<file path="src/rtl/vdp_pkg.sv">
`default_nettype none
// ============================================================
// Package : vdp_pkg
// Brief   : Shared types and geometry constants for the VDP draw path
// Rev     : 1.0
// ============================================================
package vdp_pkg;

    typedef enum logic [1:0] {
        IDLE  = 2'd0,
        FETCH = 2'd1,
        DONE  = 2'd2
    } fetch_state_t;

    localparam int TILE_PX = 8;
    localparam int WORD_PX = 4;
    localparam int QUAD    = 4;
    localparam int MAP_W   = 32;

    typedef struct packed {
        logic [4:0] tile_y;
        logic [4:0] tile_x;
        logic [2:0] tile_row;
        logic       tile_col;
    } tile_addr_t;

endpackage
`default_nettype wire

</file>
<file path="src/rtl/tile_fetch_sequencer.sv">
`default_nettype none
// ============================================================
// Module  : tile_fetch_sequencer
// Brief   : Walks one display line of scrolled tile words with valid/ready
// Rev     : 1.0
// ============================================================
module tile_fetch_sequencer
    import vdp_pkg::*;
#(
    parameter int CORDW          = 11,
    parameter int WORDS_PER_LINE = 41,
    parameter int LB_STEP        = 16
) (
    input  logic             clk_draw,
    input  logic             rst_draw_n,
    input  logic             line_start,
    input  logic [CORDW-1:0] line_y,
    input  logic [CORDW-1:0] scroll_x,
    input  logic [CORDW-1:0] scroll_y,
    input  logic             out_ready,
    output logic             out_valid,
    output logic [4:0]       tile_y,
    output logic [4:0]       tile_x,
    output logic [2:0]       tile_row,
    output logic             tile_col,
    output logic [CORDW-1:0] lb_x,
    output logic             first_word,
    output logic             bufsel,
    output logic             busy,
    output logic             line_done,
    output logic             overrun
);

    localparam int                c_IDX_W    = $clog2(WORDS_PER_LINE);
    localparam logic [c_IDX_W-1:0] c_LAST_IDX = c_IDX_W'(WORDS_PER_LINE - 1);

    fetch_state_t       r_state;
    logic [c_IDX_W-1:0] r_idx;
    logic [5:0]         r_w;
    logic [CORDW-1:0]   r_lb_x;
    logic [4:0]         r_tile_y;
    logic [2:0]         r_tile_row;
    logic               r_valid;
    logic               r_first;
    logic               r_bufsel;
    logic               r_overrun;

    logic [CORDW-1:0]   w_vy;
    logic [CORDW-1:0]   w_lb_x0;
    tile_addr_t         w_addr;
    logic               w_unused;

    assign w_vy    = line_y + scroll_y;
    assign w_lb_x0 = {CORDW{1'b0}} - {{(CORDW-4){1'b0}}, scroll_x[3:0]};
    // Only the low 6 bits of the word index matter: tile_x wraps on the 32-wide map.
    assign w_unused = &{1'b0, scroll_x[CORDW-1:10], w_vy[CORDW-1:10], w_vy[1:0]};

    always_ff @(posedge clk_draw or negedge rst_draw_n) begin
        if (!rst_draw_n) begin
            r_state    <= IDLE;
            r_idx      <= '0;
            r_w        <= '0;
            r_lb_x     <= '0;
            r_tile_y   <= '0;
            r_tile_row <= '0;
            r_valid    <= 1'b0;
            r_first    <= 1'b0;
            r_bufsel   <= 1'b0;
            r_overrun  <= 1'b0;
        end else begin
            r_overrun <= 1'b0;
            if (line_start) begin
                // DONE may chain straight into a new line; only FETCH is an abort.
                r_overrun  <= (r_state == FETCH);
                r_state    <= FETCH;
                r_idx      <= '0;
                r_w        <= scroll_x[9:4];
                r_lb_x     <= w_lb_x0;
                r_tile_y   <= w_vy[9:5];
                r_tile_row <= w_vy[4:2];
                r_bufsel   <= line_y[0];
                r_first    <= 1'b1;
                r_valid    <= 1'b1;
            end else begin
                case (r_state)
                    FETCH: begin
                        if (out_ready) begin
                            r_first <= 1'b0;
                            if (r_idx == c_LAST_IDX) begin
                                r_state <= DONE;
                                r_valid <= 1'b0;
                            end else begin
                                r_idx  <= r_idx + c_IDX_W'(1);
                                r_w    <= r_w + 6'd1;
                                r_lb_x <= r_lb_x + CORDW'(LB_STEP);
                            end
                        end
                    end
                    DONE:    r_state <= IDLE;
                    default: r_state <= IDLE;
                endcase
            end
        end
    end

    assign w_addr = '{tile_y: r_tile_y, tile_x: r_w[5:1], tile_row: r_tile_row, tile_col: r_w[0]};

    assign out_valid  = r_valid;
    assign tile_y     = w_addr.tile_y;
    assign tile_x     = w_addr.tile_x;
    assign tile_row   = w_addr.tile_row;
    assign tile_col   = w_addr.tile_col;
    assign lb_x       = r_lb_x;
    assign first_word = r_first;
    assign bufsel     = r_bufsel;
    assign busy       = (r_state != IDLE);
    assign line_done  = (r_state == DONE);
    assign overrun    = r_overrun;

endmodule
`default_nettype wire

</file>
<file path="config.mk">
export PLATFORM = sky130hd
export DESIGN_NAME = tile_fetch_sequencer
export DESIGN_NICKNAME = d
export VERILOG_FILES = /design/src/rtl/vdp_pkg.sv /design/src/rtl/tile_fetch_sequencer.sv
export SDC_FILE = /design/constraint.sdc
export NUM_CORES = 1
export LEC_CHECK = 0
export CORE_MARGIN = 2
export CORE_UTILIZATION = 50
export DETAILED_ROUTE_END_ITERATION = 16
export GPL_TIMING_DRIVEN = 0
export PLACE_DENSITY = 0.93
export SKIP_LAST_GASP = 1
export SYNTH_ARGS = -nofsm -noshare
export SYNTH_HDL_FRONTEND = slang
export SYNTH_SLANG_ARGS = --single-unit
export TNS_END_PERCENT = 1
</file>
<file path="constraint.sdc">
create_clock -name clk_draw -period 2.31 [get_ports clk_draw]
set_input_delay 0.3465 -clock clk_draw [delete_from_list [all_inputs] [get_ports clk_draw]]
set_output_delay 0.3465 -clock clk_draw [all_outputs]
set_load 0.05 [all_outputs]
</file>
**Word-level counts from Yosys, hierarchy flattened**

Cells that the tools add are included.

- Register bits: 37
- Input port bits: 37
- Logic and storage cells: 53

- Muxes and demuxes: 24
- Add/subtract/negate cells: 5
- Equal/unequal tests: 6
- Reductions and logical operators: 8

Operators by type and width:

| kind | count |
|---|---|
| 6-bit 2-to-1 mux | 8 |
| 11-bit 2-to-1 mux | 4 |
| 6-bit by 1-bit adder with 6-bit output (second input constant) | 2 |
| 11-bit by 5-bit adder with 11-bit output (second input constant) | 1 |
| 10-bit adder | 1 |
| 1-bit 2-to-1 mux | 8 |
| 2-bit 2-to-1 mux | 4 |
| 2-bit nonzero test | 4 |
| 6-bit == test (second input constant) | 1 |
| 3-bit AND reduction | 2 |
| 1-bit by 4-bit subtractor with 5-bit output (first input constant) | 1 |
| 2-bit AND reduction | 2 |
| 3-bit by 2-bit != test with 1-bit output (second input constant) | 1 |
| 3-bit != test (second input constant) | 1 |
| 2-bit by 1-bit == test with 1-bit output (second input constant) | 1 |
| 2-bit == test (second input constant) | 1 |
| 2-bit != test (second input constant) | 1 |

**Longest topological paths before layout**

- Word-level depth: 5
- Depth in mapped cells: 7

**Least setup slack after synthesis**

OpenSTA, ideal clock, no wires.

- Kind: input-to-reg
- Start point: input line_y[2]
- End point: register r_tile_y[4], in the netlist tile_y[4]
- Library setup time: 0.082 ns
- Stages: 5
- Buffers on the path: 0
- Data arrival time: 1.607 ns
- Required time: 2.228 ns
- Setup slack: 0.621 ns
- Path through: ha_1 a21oi_4 a211oi_2 or4_1 a31oi_1

- Longest elaborated chain between the ends: 1

RTL lines:

| item | line | text |
|---|---|---|
| from (decl) | tile_fetch_sequencer.sv:17 | `input logic [CORDW-1:0] line_y,` |
| 10-bit adder | tile_fetch_sequencer.sv:53 | `assign w_vy = line_y + scroll_y;` |
| to (signal assigned) | tile_fetch_sequencer.sv:79 | `r_tile_y <= w_vy[9:5];` |
| to (decl) | tile_fetch_sequencer.sv:41 | `logic [4:0] r_tile_y;` |

Every way passes these cells.
A chain may end at the register's enable or synchronous reset.

**Final worst setup path**

- Start point: register r_state[0]
- End point: output busy

- Longest elaborated chain between the ends: 1

RTL lines:

| item | line | text |
|---|---|---|
| from (decl) | tile_fetch_sequencer.sv:37 | `fetch_state_t r_state;` |
| from (signal assigned) | tile_fetch_sequencer.sv:60 | `r_state <= IDLE;` |
| from (signal assigned) | tile_fetch_sequencer.sv:75 | `r_state <= FETCH;` |
| from (signal assigned) | tile_fetch_sequencer.sv:90 | `r_state <= DONE;` |
| 2-bit nonzero test | tile_fetch_sequencer.sv:116 | `assign busy = (r_state != IDLE);` |
| to (decl) | tile_fetch_sequencer.sv:29 | `output logic busy,` |

Every way passes these cells.

==> out/metrics.yaml <==
status:
  status: "finished, final reports clean"
floorplanning:
  io_pins: 68
  coreArea_um2: 4290
  num_rows: 24
  die_area_um2: 4930
  die_w_um: 70.2
  initial_core_util_pct: 51.1
  fp.dieH_um: 70.2
logic_synthesis:
  synth_cell_types: 43
  syn_avg_cell_area_um2: 9.88
  syn_nets: 272
  synth_cells: 222
  synthArstFlopShare_pct: 100
  ys_warn_count: 0
  ys_seq_area_share_pct: 42.2
  ys_ff_latch: 37
  synth_area_um2: 2190
  synth_edf_count: 0
  ys.flop_type: "dfrtp_1"
timing:
  finalSetupTns_ns: 0
  fin_worst_skew_ns: 0.00534
  max_freq_mhz: 482
  slew_headroom_pct: 44.6
  setup_violations: 0
  max_slew.worst_pin.slew_ns: 0.831
  fin_crit_ns: 2.07
  rsz0062_at_grt: "no"
  hold_viol: 0
  period_share_pct: 89.7
  fin_ws_ns: 0.237
  drv_slew: 0
place:
  port_buffers: 64
  hpwl_mm: 3.98
  dp_slack_ns: 0.0272
  place_congestion: 0.882
clock_tree:
  htreeDepth: 2
  cts.hold.buffers_added: 0
  cts.sinks: 37
  post_cts_buffers: 0
  cts_buffers: 5
  cts_resized: 0
  path_clk_slew_ns: 0.07
  root_buffer: "clkbuf_8"
  cts_tree: "done"
  clockBufferDepth: 2
  clock_latency_ns: 0.30
global_routing:
  overflow: 0
  grt_pass1_vias: 2061
  track_usage_pct: 24.0
  grt_max_degree: 38
  grt_pass1_wl_mm: 9.40
  antenna_found_initial: 0
power:
  pwr-share-comb_pct: 36.6
  swShare_pct: 37.0
  pwr-share-seq_pct: 38.6
  p_sw_mw: 0.753
  powerDensity_nw_per_um2: 678
  clkPwrFrac_pct: 24.8
  cellLeakagePower_nw: 1.30
  ir_worst_vdd_mv: 0.560
  p_int_mw: 1.28
worst_hold_path:
  hp-class: "primary input to async pin"
cells_and_area:
  final_common_cell: "clkdlybuf4s50_1"
  final_cell_mix: "clkdlybuf4s50_1 (63), dfrtp_1 (37), nand2_1 (21)"
  fill_cells: 330
  seqCellArea_um2: 926
  nets: 343
  multi_input_comb_area_um2: 1190
  antenna_cells: 0
  syn_to_final_growth_pct: 36.6
  final_layout_size_suffix_gt1_share_pct: 9.18
setup_path:
  r2r-end: "lb_x[8]$_DFFE_PN0P_"
  cp_max_fo: 5
  crit_end: "busy"
  r2r-start: "r_idx[0]$_DFFE_PN0P_"
  crit_path_end_kind: "output pin"
  startpoint: "r_state[0]$_DFFE_PN0P_"
  worst-r2r-cell-count: 6
  cp.arrival_ns: 1.73
  rrSetupSlack_ns: 0.52
  worstSetupPathType: "flop to output pin"
  crit_required_ns: 1.96
  start_kind: "flop"
route:
  via_count: 1982
  dr.pass1.iters: 5
  drt_iter0_drc: 72
  finalWirelength_mm: 5.44
  via_per_inst: 5.73
  ant_nets: 0
  route.detailed.drc: 0
  routedWlPerCell_um: 15.7
run:
  cap_violations: 0
## cell families (layout without fill, tap and decap cells)
kind of cell	Yosys count	count (layout)	share of synthesized area [%]
adder cells (fa/ha/maj)	13	13	7.42
AND/OR/NAND/NOR	65	65	15.1
buffers and inverters	18	90	3.71
XOR/XNOR	18	18	7.19
AO/OA/AOI/OAI	62	62	19.9
multiplexers	9	9	4.56
flip-flops	37	37	42.2
## state kept, by name, summed over array words and instances, names as in the netlist, 2 cells and up
signal and flops:
lb_x 11, r_idx 6, r_w 6, tile_y 5, tile_row 3, r_state 2
## per-layer routing
layer  vias up  share of wire [%]  GRT usage [%]  wire length [um]
met5         -                  0              0                 0
met4         0                1.0           7.05                55
met3         7                7.0           7.65               381
met2        66                 50           40.5              2740
met1       958                 42           29.2              2260
li1        951                  -              -                 -
## worst min-delay path by stage
stage / from / to / slack [ns] / cells past startpoint
CTS: rst_draw_n / r_w[2]$_DFFE_PN0P_ / 0.17 / 1
floorplan: rst_draw_n / bufsel$_DFFE_PN0P_ / 0.05 / 0
finish: rst_draw_n / r_w[2]$_DFFE_PN0P_ / 0.15 / 1
global route: rst_draw_n / r_w[3]$_DFFE_PN0P_ / 0.22 / 1
global placement: out_valid$_DFFE_PN0P_ / out_valid$_DFFE_PN0P_ / 0.48 / 2
detailed placement: rst_draw_n / r_w[2]$_DFFE_PN0P_ / 0.49 / 1
## final cells by class
type / instances / area share, %
flip-flops and latches: 37 / 30.9
repair buffers: 64 / 21.2
plain buffers: 10 / 1.71
clock buffers: 7 / 3.22
clock inverters: 1 / 0.167
multi-input cells: 167 / 39.6
well taps: 52 / 2.17
inverters: 8 / 1.00
## power by group through the flow
stage | clock [mW] | combinational, mW | sequential, mW
final | 0.503 | 0.745 | 0.784
after global routing | 0.539 | 0.794 | 0.794
after CTS | 0.508 | 0.748 | 0.783
after detailed placement | 0 | 0.743 | 0.793
after global placement | 0 | 0.727 | 0.789
after floorplan | 0 | 0.222 | 1.03
## cells in the mapped netlist, types with 2 or more instances
cell	count	area (um^2)
and3_1	8	50.1
buf_2	2	10.0
ha_1	13	163
nand3_1	3	15.0
nor3_1	5	25.0
o21ai_0	17	85.1
xnor2_1	6	52.6
xor2_1	12	105
dfrtp_1	37	926
inv_1	8	30.0
a22oi_1	2	15.0
a211oi_1	3	22.5
a31oi_1	4	25.0
o22a_1	4	35.0
nand2_1	21	78.8
nand4_1	6	37.5
a21oi_1	9	45.0
nor2_1	15	56.3
o21a_1	2	15.0
a21o_1	3	22.5
mux2_2	8	90.1
o2111ai_1	3	26.3
o311ai_0	3	26.3
clkbuf_1	5	18.8
o211ai_1	5	37.5
## through the flow
step,power [mW],util [%],hold WS [ns],std cells,cell area [um^2]
after floorplan,1.25,-,0.0509,222,2190
after global placement,1.52,67.5,0.478,338,2900
after detailed placement,1.54,67.4,0.491,338,2890
after CTS,2.04,69.8,0.168,346,3000
after global routing,2.13,69.8,0.219,346,3000
final,2.03,69.8,0.146,346,3000
## critical path, stage by stage (launching register included)
cell             delay, ns
dfrtp_1               0.42
or2_2                 0.31
clkdlybuf4s50_1       0.70
Power figures use the tool's default switching activity.
